### src/rtl/dmem_arb_pkg.sv
`default_nettype none
// ============================================================================
// Module      : dmem_arb_pkg
// Description : Shared types and constants for the two-port data-memory
//               arbiter: state encoding, default geometry, port indices.
// Revision    : 1.0 - initial release
// ============================================================================
package dmem_arb_pkg;

   // Default geometry
   localparam int c_def_aw        = 30;
   localparam int c_def_dw        = 32;
   localparam int c_def_max_burst = 4;

   // Port indices as stored in last_grant
   localparam logic c_port0 = 1'b0;
   localparam logic c_port1 = 1'b1;

   // Arbiter state encoding
   typedef enum logic [1:0] {
      IDLE = 2'b00,
      GNT0 = 2'b01,
      GNT1 = 2'b10
   } arb_state_e;

   // Burst counter width; never below one bit so MAX_BURST=1 still builds
   function automatic int ctr_width(input int max_burst);
      int w;
      w = $clog2(max_burst);
      return (w < 1) ? 1 : w;
   endfunction

endpackage
`default_nettype wire

### src/rtl/arb_burst_ctr.sv
`default_nettype none
// ============================================================================
// Module      : arb_burst_ctr
// Description : Burst counter for the arbiter. Counts accesses of the current
//               grant, clears on request, saturates at MAX_BURST-1 and flags
//               the terminal count.
// Revision    : 1.0 - initial release
// ============================================================================
module arb_burst_ctr
   import dmem_arb_pkg::*;
#(
   parameter int MAX_BURST = c_def_max_burst,
   parameter int CW        = ctr_width(MAX_BURST)
) (
   input  logic clk,
   input  logic areset,
   input  logic clr,
   input  logic inc,
   output logic tc
);

   localparam logic [CW-1:0] c_last = CW'(MAX_BURST - 1);

   logic [CW-1:0] count_q;
   logic [CW-1:0] count_d;

   assign tc = (count_q == c_last);

   // Next count: clear wins, increment holds once the terminal value is hit
   always_comb begin
      count_d = count_q;
      if (clr) begin
         count_d = '0;
      end else if (inc && !tc) begin
         count_d = count_q + CW'(1);
      end
   end

   // Counter register
   always_ff @(posedge clk or negedge areset) begin
      if (!areset) begin
         count_q <= '0;
      end else begin
         count_q <= count_d;
      end
   end

endmodule
`default_nettype wire

### src/rtl/dmem_arbiter.sv
`default_nettype none
// ============================================================================
// Module      : dmem_arbiter
// Description : Two-port arbiter in front of a single-port data memory with
//               asynchronous read. Port 0 is the CPU load/store path, port 1
//               the DMA/loader. Grants alternate on contention and a port may
//               hold the memory for at most MAX_BURST accesses while the
//               other one waits.
// Revision    : 1.0 - initial release
// ============================================================================
module dmem_arbiter
   import dmem_arb_pkg::*;
#(
   parameter int AW        = c_def_aw,
   parameter int DW        = c_def_dw,
   parameter int MAX_BURST = c_def_max_burst
) (
   input  logic          clk,
   input  logic          areset,
   // requester 0 (CPU)
   input  logic          req0,
   input  logic          we0,
   input  logic [AW-1:0] addr0,
   input  logic [DW-1:0] wdata0,
   output logic          ack0,
   // requester 1 (DMA/loader)
   input  logic          req1,
   input  logic          we1,
   input  logic [AW-1:0] addr1,
   input  logic [DW-1:0] wdata1,
   output logic          ack1,
   // shared return data and CPU stall
   output logic [DW-1:0] rdata,
   output logic          stall0,
   // data memory
   output logic [AW-1:0] mem_addr,
   output logic [DW-1:0] mem_wdata,
   output logic          mem_we,
   input  logic [DW-1:0] mem_rdata
);

   arb_state_e state_q;
   arb_state_e state_d;
   logic       last_grant_q;
   logic       last_grant_d;

   logic       w_ctr_clr;
   logic       w_ctr_inc;
   logic       w_ctr_tc;

   arb_burst_ctr #(
      .MAX_BURST (MAX_BURST)
   ) u_ctr (
      .clk    (clk),
      .areset (areset),
      .clr    (w_ctr_clr),
      .inc    (w_ctr_inc),
      .tc     (w_ctr_tc)
   );

   // Every completed access advances the burst counter
   assign w_ctr_inc = ack0 | ack1;

   // The CPU stalls whenever it asks and is not served this cycle
   assign stall0 = req0 & ~ack0;

   // Memory-side mux: only the granted, still-requesting port reaches mem_*
   always_comb begin
      ack0      = 1'b0;
      ack1      = 1'b0;
      mem_addr  = '0;
      mem_wdata = '0;
      mem_we    = 1'b0;
      rdata     = '0;
      case (state_q)
         GNT0: begin
            if (req0) begin
               ack0      = 1'b1;
               mem_addr  = addr0;
               mem_wdata = wdata0;
               mem_we    = we0;
               rdata     = mem_rdata;
            end
         end
         GNT1: begin
            if (req1) begin
               ack1      = 1'b1;
               mem_addr  = addr1;
               mem_wdata = wdata1;
               mem_we    = we1;
               rdata     = mem_rdata;
            end
         end
         default: begin
         end
      endcase
   end

   // Next-state logic: grant choice from IDLE, hand-over on drop or burst end
   always_comb begin
      state_d   = state_q;
      w_ctr_clr = 1'b0;
      case (state_q)
         IDLE: begin
            w_ctr_clr = 1'b1;
            // On contention the port that did not win last time goes first
            if (req0 && (!req1 || (last_grant_q == c_port1))) begin
               state_d = GNT0;
            end else if (req1) begin
               state_d = GNT1;
            end
         end
         GNT0: begin
            if (!req0) begin
               w_ctr_clr = 1'b1;
               state_d   = req1 ? GNT1 : IDLE;
            end else if (w_ctr_tc && req1) begin
               w_ctr_clr = 1'b1;
               state_d   = GNT1;
            end
         end
         GNT1: begin
            if (!req1) begin
               w_ctr_clr = 1'b1;
               state_d   = req0 ? GNT0 : IDLE;
            end else if (w_ctr_tc && req0) begin
               w_ctr_clr = 1'b1;
               state_d   = GNT0;
            end
         end
         default: begin
            w_ctr_clr = 1'b1;
            state_d   = IDLE;
         end
      endcase
   end

   // Remember which port was granted most recently, updated on grant entry
   always_comb begin
      last_grant_d = last_grant_q;
      if ((state_d == GNT0) && (state_q != GNT0)) begin
         last_grant_d = c_port0;
      end else if ((state_d == GNT1) && (state_q != GNT1)) begin
         last_grant_d = c_port1;
      end
   end

   // State and fairness registers; reset leaves port 0 as first winner
   always_ff @(posedge clk or negedge areset) begin
      if (!areset) begin
         state_q      <= IDLE;
         last_grant_q <= c_port1;
      end else begin
         state_q      <= state_d;
         last_grant_q <= last_grant_d;
      end
   end

endmodule
`default_nettype wire

### config.mk
export PLATFORM = sky130hd
export DESIGN_NAME = dmem_arbiter
export DESIGN_NICKNAME = d
export VERILOG_FILES = /design/src/rtl/dmem_arb_pkg.sv /design/src/rtl/arb_burst_ctr.sv /design/src/rtl/dmem_arbiter.sv
export SDC_FILE = /design/constraint.sdc
export NUM_CORES = 1
export LEC_CHECK = 0
export BUFFER_PORTS_ARGS = -buffer_cell sky130_fd_sc_hd__buf_2
export CORE_AREA = 2 2 101 103
export DETAILED_ROUTE_END_ITERATION = 7
export DIE_AREA = 0 0 103 105
export HOLD_SLACK_MARGIN = 0.1
export MAX_ROUTING_LAYER = met4
export PLACE_DENSITY = 0.5
export SLEW_MARGIN = 20
export SYNTH_ARGS = -nofsm -noshare
export SYNTH_HDL_FRONTEND = slang
export SYNTH_SLANG_ARGS = --single-unit
### constraint.sdc
create_clock -name clk -period 2.2 [get_ports clk]
set_input_delay 0.11 -clock clk [delete_from_list [all_inputs] [get_ports clk]]
set_output_delay 0.11 -clock clk [all_outputs]
set_load 0.05 [all_outputs]
=== Word level (Yosys, flattened, before mapping) ===
Index checks and enable logic that the tools add are counted.

* Add/subtract/negate cells: 1
* Equal/unequal tests: 7
* Mux-type cells: 34
* Bitwise operators: 3
* Reductions and logical operators: 12

{| class="wikitable"
|+ Operator list
! cell !! number
|-
| 32-bit two-way mux || 4
|-
| 32-bit one-hot mux with 2 select lines || 2
|-
| 30-bit two-way mux || 2
|-
| 30-bit one-hot mux with 2 select lines || 1
|-
| 2-bit two-way mux || 9
|-
| 1-bit two-way mux || 13
|-
| 2-bit == test (second input constant) || 3
|-
| 1-bit logical AND || 6
|-
| 2-bit one-hot mux with 3 select lines || 1
|-
| 2-bit by 1-bit == test with 1-bit output (second input constant) || 2
|-
| 1-bit one-hot mux with 2 select lines || 2
|-
| 2-bit nonzero test || 2
|-
| 2-bit by 1-bit adder with 2-bit output (second input constant) || 1
|-
| 1-bit logical NOT || 2
|-
| 2-bit logical NOT || 1
|-
| 2-bit by 1-bit != test with 1-bit output (second input constant) || 1
|-
| 2-bit != test (second input constant) || 1
|-
| 1-bit bitwise AND || 1
|-
| 1-bit logical OR || 1
|-
| 1-bit inverter || 1
|-
| 1-bit bitwise OR || 1
|}

* Bits in registers: 5
* Input port bits: 162
* Logic and storage cells: 60

=== Longest topological paths before layout ===
* Depth in word-level cells: 9
* Depth in mapped cells: 7
* Mapped depth without buffers: 7

=== Hierarchy ===
Synthesis repeated with hierarchy kept, for this count alone.

* Cell total of the unflattened synthesis: 233
* Area total of the unflattened synthesis: 1,597.8 um^2

{| class="wikitable"
|+ By module, submodules not included
! module !! instances !! cells each !! area each (um^2) !! seq. area each (um^2)
|-
| dmem_arbiter || 1 || 223 || 1,473.9 || 76.3
|-
| arb_burst_ctr || 1 || 10 || 123.9 || 50.0
|}

=== Least setup slack after synthesis ===
OpenSTA, ideal clock, no wires.

* Path type: reg2out
* From: register state_q[1]
* To: output port mem_addr[20]
* Arrival time: 2.634 ns
* Path slack: -0.544 ns
* Stages on the path, launching flop included: 8
* Path buffers: 2
* Path through: dfrtp_1 -> inv_1 -> ha_1 -> and2_4 -> clkbuf_1 -> clkbuf_1 -> a22oi_1 -> nor2b_1

* Longest elaborated chain between the ends: 2
* Elaborated cells on any way between the ends: 3
* Classes of those cells: eq/ne: 2; mux: 1

{| class="wikitable"
|+ RTL lines
! what !! line !! text
|-
| from (decl) || dmem_arbiter.sv:42 || <nowiki>arb_state_e state_q;</nowiki>
|-
| from (signal assigned) || dmem_arbiter.sv:154 || <nowiki>state_q <= state_d;</nowiki>
|-
| 2-bit == test or 2-bit by 1-bit == test with 1-bit output (tied branches) || dmem_arbiter.sv:75 || <nowiki>case (state_q)</nowiki>
|-
| 30-bit one-hot mux with 2 select lines * || dmem_arbiter.sv:75 ||
|-
| to (decl) || dmem_arbiter.sv:36 || <nowiki>output logic [AW-1:0] mem_addr,</nowiki>
|}

Mark *: on every way between the ends. The rest lies on a longest branch, timed or not.

=== Final worst setup path ===
* From: register state_q[0]
* To: output port mem_wdata[9]

* Longest elaborated chain between the ends: 2
* Elaborated cells on any way between the ends: 3
* Classes of those cells: eq/ne: 2; mux: 1

{| class="wikitable"
|+ RTL lines
! what !! line !! text
|-
| 2-bit == test or 2-bit by 1-bit == test with 1-bit output (tied branches) || dmem_arbiter.sv:75 ||
|-
| 32-bit one-hot mux with 2 select lines * || dmem_arbiter.sv:75 ||
|-
| to (decl) || dmem_arbiter.sv:37 || <nowiki>output logic [DW-1:0] mem_wdata,</nowiki>
|}

Marked as above.

==> flow_summary.json <==
{
  "clkTransAtPathRegs_ps": 40,
  "placed_cell_area_um2": 3230,
  "p_leak_nw": 1.79,
  "p_seq_share_pct": 4.4,
  "final_common_cell": "sky130_fd_sc_hd__buf_2",
  "finalInstanceArea_um2": 3540,
  "critPathLaunchType": "flop",
  "root_buffer": "sky130_fd_sc_hd__clkbuf_8",
  "total_die_area_um2": 10800,
  "synth-compound-area-share_pct": 37.2,
  "drt_first_iter_violations": 115,
  "ffs_w_async_s_r_synth_pct": 100,
  "core_um2": 9640,
  "preCtsSetupSlack_ps": -70.7,
  "drt-total-wl_um": 8740,
  "synth-xor-area-share_pct": 0.546,
  "grt_remaining_overflow": 0,
  "total_count_of_max_transition_violations_in_the_final_report": 0,
  "status": "complete, no violations",
  "final_min_period_over_clock_period_pct": 96.0,
  "finalClockSkew_ps": 3.63,
  "place.detailed.hpwl_um": 6700,
  "synth-edff-count": 0,
  "syn_nets": 399,
  "vias_per_cell": 4.47,
  "setup_slack_ps": 87.6,
  "numCtsBuffers": 3,
  "crit_type": "flop to primary output",
  "synth_adder_area_share_pct": 3.90,
  "clk_latency_ps": 230,
  "critical_path_peak_fanout": 23,
  "worst_pin_slew_ps": 395,
  "proportion_of_total_power_due_to_net_switching_pct": 58.0,
  "clock_sink_count": 5,
  "hold_viol_final": 0,
  "antenna_found_initial": 0,
  "grt_pass1_vias": 2485,
  "post_synth_num_cell_types": 26,
  "drc": 0,
  "cap_viol_max_count": 0,
  "crit_path_end_kind": "primary output",
  "final_cell_mix": "sky130_fd_sc_hd__buf_2 (213), sky130_fd_sc_hd__a22oi_1 (58), sky130_fd_sc_hd__nor2b_2 (51), sky130_fd_sc_hd__and2_1 (33), sky130_fd_sc_hd__buf_4 (28)",
  "num_io_pins": 260,
  "fp.dieH_um": 105,
  "start_util_pct": 16.6,
  "fillers": 1050,
  "p_comb_share_pct": 91.2,
  "cts_tree": "built",
  "crit_path_required_time_ps": 2090,
  "setup_viol": 0,
  "h-tree-depth": 1,
  "critical_path.max_stage_delay_ps": 400,
  "syn_avg_cell_area_um2": 6.91,
  "unrepaired_setup_endpoints_after_global_routing": "yes",
  "die_x_um": 103,
  "netlist_area_um2": 1600,
  "detailroute.via_count": 2754,
  "area.growth.synth_to_final_pct": 121,
  "detailedRoute.firstPassIterationCount": 4,
  "place_congestion": 0.793,
  "clock_period_minus_final_worst_setup_slack_ps": 2110,
  "synth_cells": 232,
  "synth_sequential_area_ratio_pct": 7.88,
  "n_antenna_cell": 0,
  "hold_path.class": "input port to asynchronous set/reset pin",
  "placementRows": 36,
  "post_route_cells_drive_above_1_share_pct": 71.8,
  "power.net_switching_mw": 2.31,
  "maxSlewHeadroom_pct": 73.7,
  "setup_fix_buffers_added_after_clock_tree_synthesis": 0,
  "internal_power_contribution_mw": 1.67,
  "synth_top_family_by_area": "simple AND/OR/NAND/NOR gates",
  "timing.critical_path.cells": "inv_1, ha_1, and2_2, buf_8, clkbuf_16, a22oi_1, nor2b_2, clkbuf_4",
  "max-clock-path-buffers": 2,
  "cpMaxStageDelayCell": "sky130_fd_sc_hd__dfrtp_2",
  "post_synth_and_or_nand_nor_area_fraction_pct": 43.3,
  "timing.critical_path.arrival_ps": 2000,
  "power.share.clock_pct": 4.4,
  "first_pass_grt_wire_length_um": 11900,
  "antenna_violating_nets_remaining": 0,
  "pwr_density_cell_nw_per_um2": 1120,
  "buffer_ports.inserted": 259,
  "yosysWarningCount": 0,
  "pin_count_of_the_biggest_net_entering_global_routing": 65,
  "finalNetCount": 651,
  "timing.fmax_mhz": 473,
  "routedWlPerCell_um": 14.2,
  "most_frequently_used_flop_master_after_synthesis": "sky130_fd_sc_hd__dfrtp_1",
  "vdd_drop_max_mv": 0.430,
  "synth-seq-cells": 5,
  "globalRouteTotalUtil_pct": 14.1,
  "reg2reg_setup_slack_ps": 90,
  "synth_mux_area_share_pct": 0
}
## power by group through the flow
stage	registers, mW	logic, mW	clock network (mW)
detailed placement	0.169	3.37	0
floorplan	0.166	2.63	0
global route	0.180	3.87	0.190
finish	0.174	3.63	0.175
global placement	0.168	3.36	0
CTS	0.170	3.48	0.179
## metrics by stage
stage               power, mW  std cells  util [%]  hold slack (ps)  TNS (ps)
floorplan                2.80        232         -             -186     -5.55
detailed placement       3.54        609      33.5            -63.8     -1630
CTS                      3.83        614      35.1              249         0
global placement         3.52        609      33.5            -64.5     -6550
global route             4.24        616      36.7              275     -28.7
finish                   3.98        616      36.7              252         0
## cells by family after synthesis
kind of cell               count (synthesis)
DFF                                        5
adders and majority gates                  5
xor gates and xnor gates                   1
AOI/OAI and AO/OA                         78
buffers and inverters                     29
and+or+nand+nor                          114
## layer usage
layer,wire length [um],track usage (%),up-vias
li1,-,-,1326
met1,3240,15.2,1240
met2,4660,26.9,177
met3,715,1.74,11
met4,123,3.20,0
met5,0,-,-
## final timing paths
path	from	endpoint	cells past startpoint
max in group asynchronous	areset	last_grant_q	2
worst max-delay path	state_q[0]	mem_wdata[9]	8
worst min-delay path	areset	state_q[0]	2
worst min register to register	u_ctr.count_q[1]	u_ctr.count_q[1]	2
worst max register to register	state_q[1]	last_grant_q	8
min in group clk	req0	state_q[1]	5
## synth_stat cells, types with 2 or more instances
cell / n / area (um^2)
sky130_fd_sc_hd__buf_1: 7 / 26.3
sky130_fd_sc_hd__buf_2: 2 / 10.0
sky130_fd_sc_hd__nand2_1: 5 / 18.8
sky130_fd_sc_hd__clkbuf_1: 15 / 56.3
sky130_fd_sc_hd__o21ai_0: 5 / 25.0
sky130_fd_sc_hd__dfrtp_1: 4 / 100
sky130_fd_sc_hd__a22o_1: 2 / 17.5
sky130_fd_sc_hd__a21oi_1: 2 / 10.0
sky130_fd_sc_hd__and2_1: 34 / 213
sky130_fd_sc_hd__nor2_1: 5 / 18.8
sky130_fd_sc_hd__inv_1: 4 / 15.0
sky130_fd_sc_hd__a22oi_1: 63 / 473
sky130_fd_sc_hd__nand2b_1: 2 / 12.5
sky130_fd_sc_hd__ha_1: 5 / 62.6
sky130_fd_sc_hd__nor2b_1: 66 / 413
## area by class of cell
type	count	area, um^2	share of cell area [%]
Clock buffer	4	45.0	1.27
Inverter	4	15.0	0.424
Multi-Input combinational cell	199	1600	45.2
Sequential cell	5	129	3.64
Tap cell	133	166	4.70
Timing Repair Buffer	271	1590	44.8
## worst max-delay path: cells and delay by family (launching register included)
kind                       cells  cell delay, ps
AOI/OAI and AO/OA              1             220
adders and majority gates      1             210
buffers and inverters          4             660
DFF                            1             400
and+or+nand+nor                2             280
## flip-flops by register name, indices dropped and copies added, names as in the netlist
register / flops
last_grant_q: 1
state_q: 2
u_ctr.count_q: 2
## repair_timing
action / 4_1_cts / 5_1_grt
cloned: 0 / 2
resized for setup: 32 / 38
pin swaps: 0 / 0
hold buffers: 1 / 0
hold endpoints to repair: 5 / 0
setup endpoints to repair: 80 / 95
(Power assumes the default switching activity.)
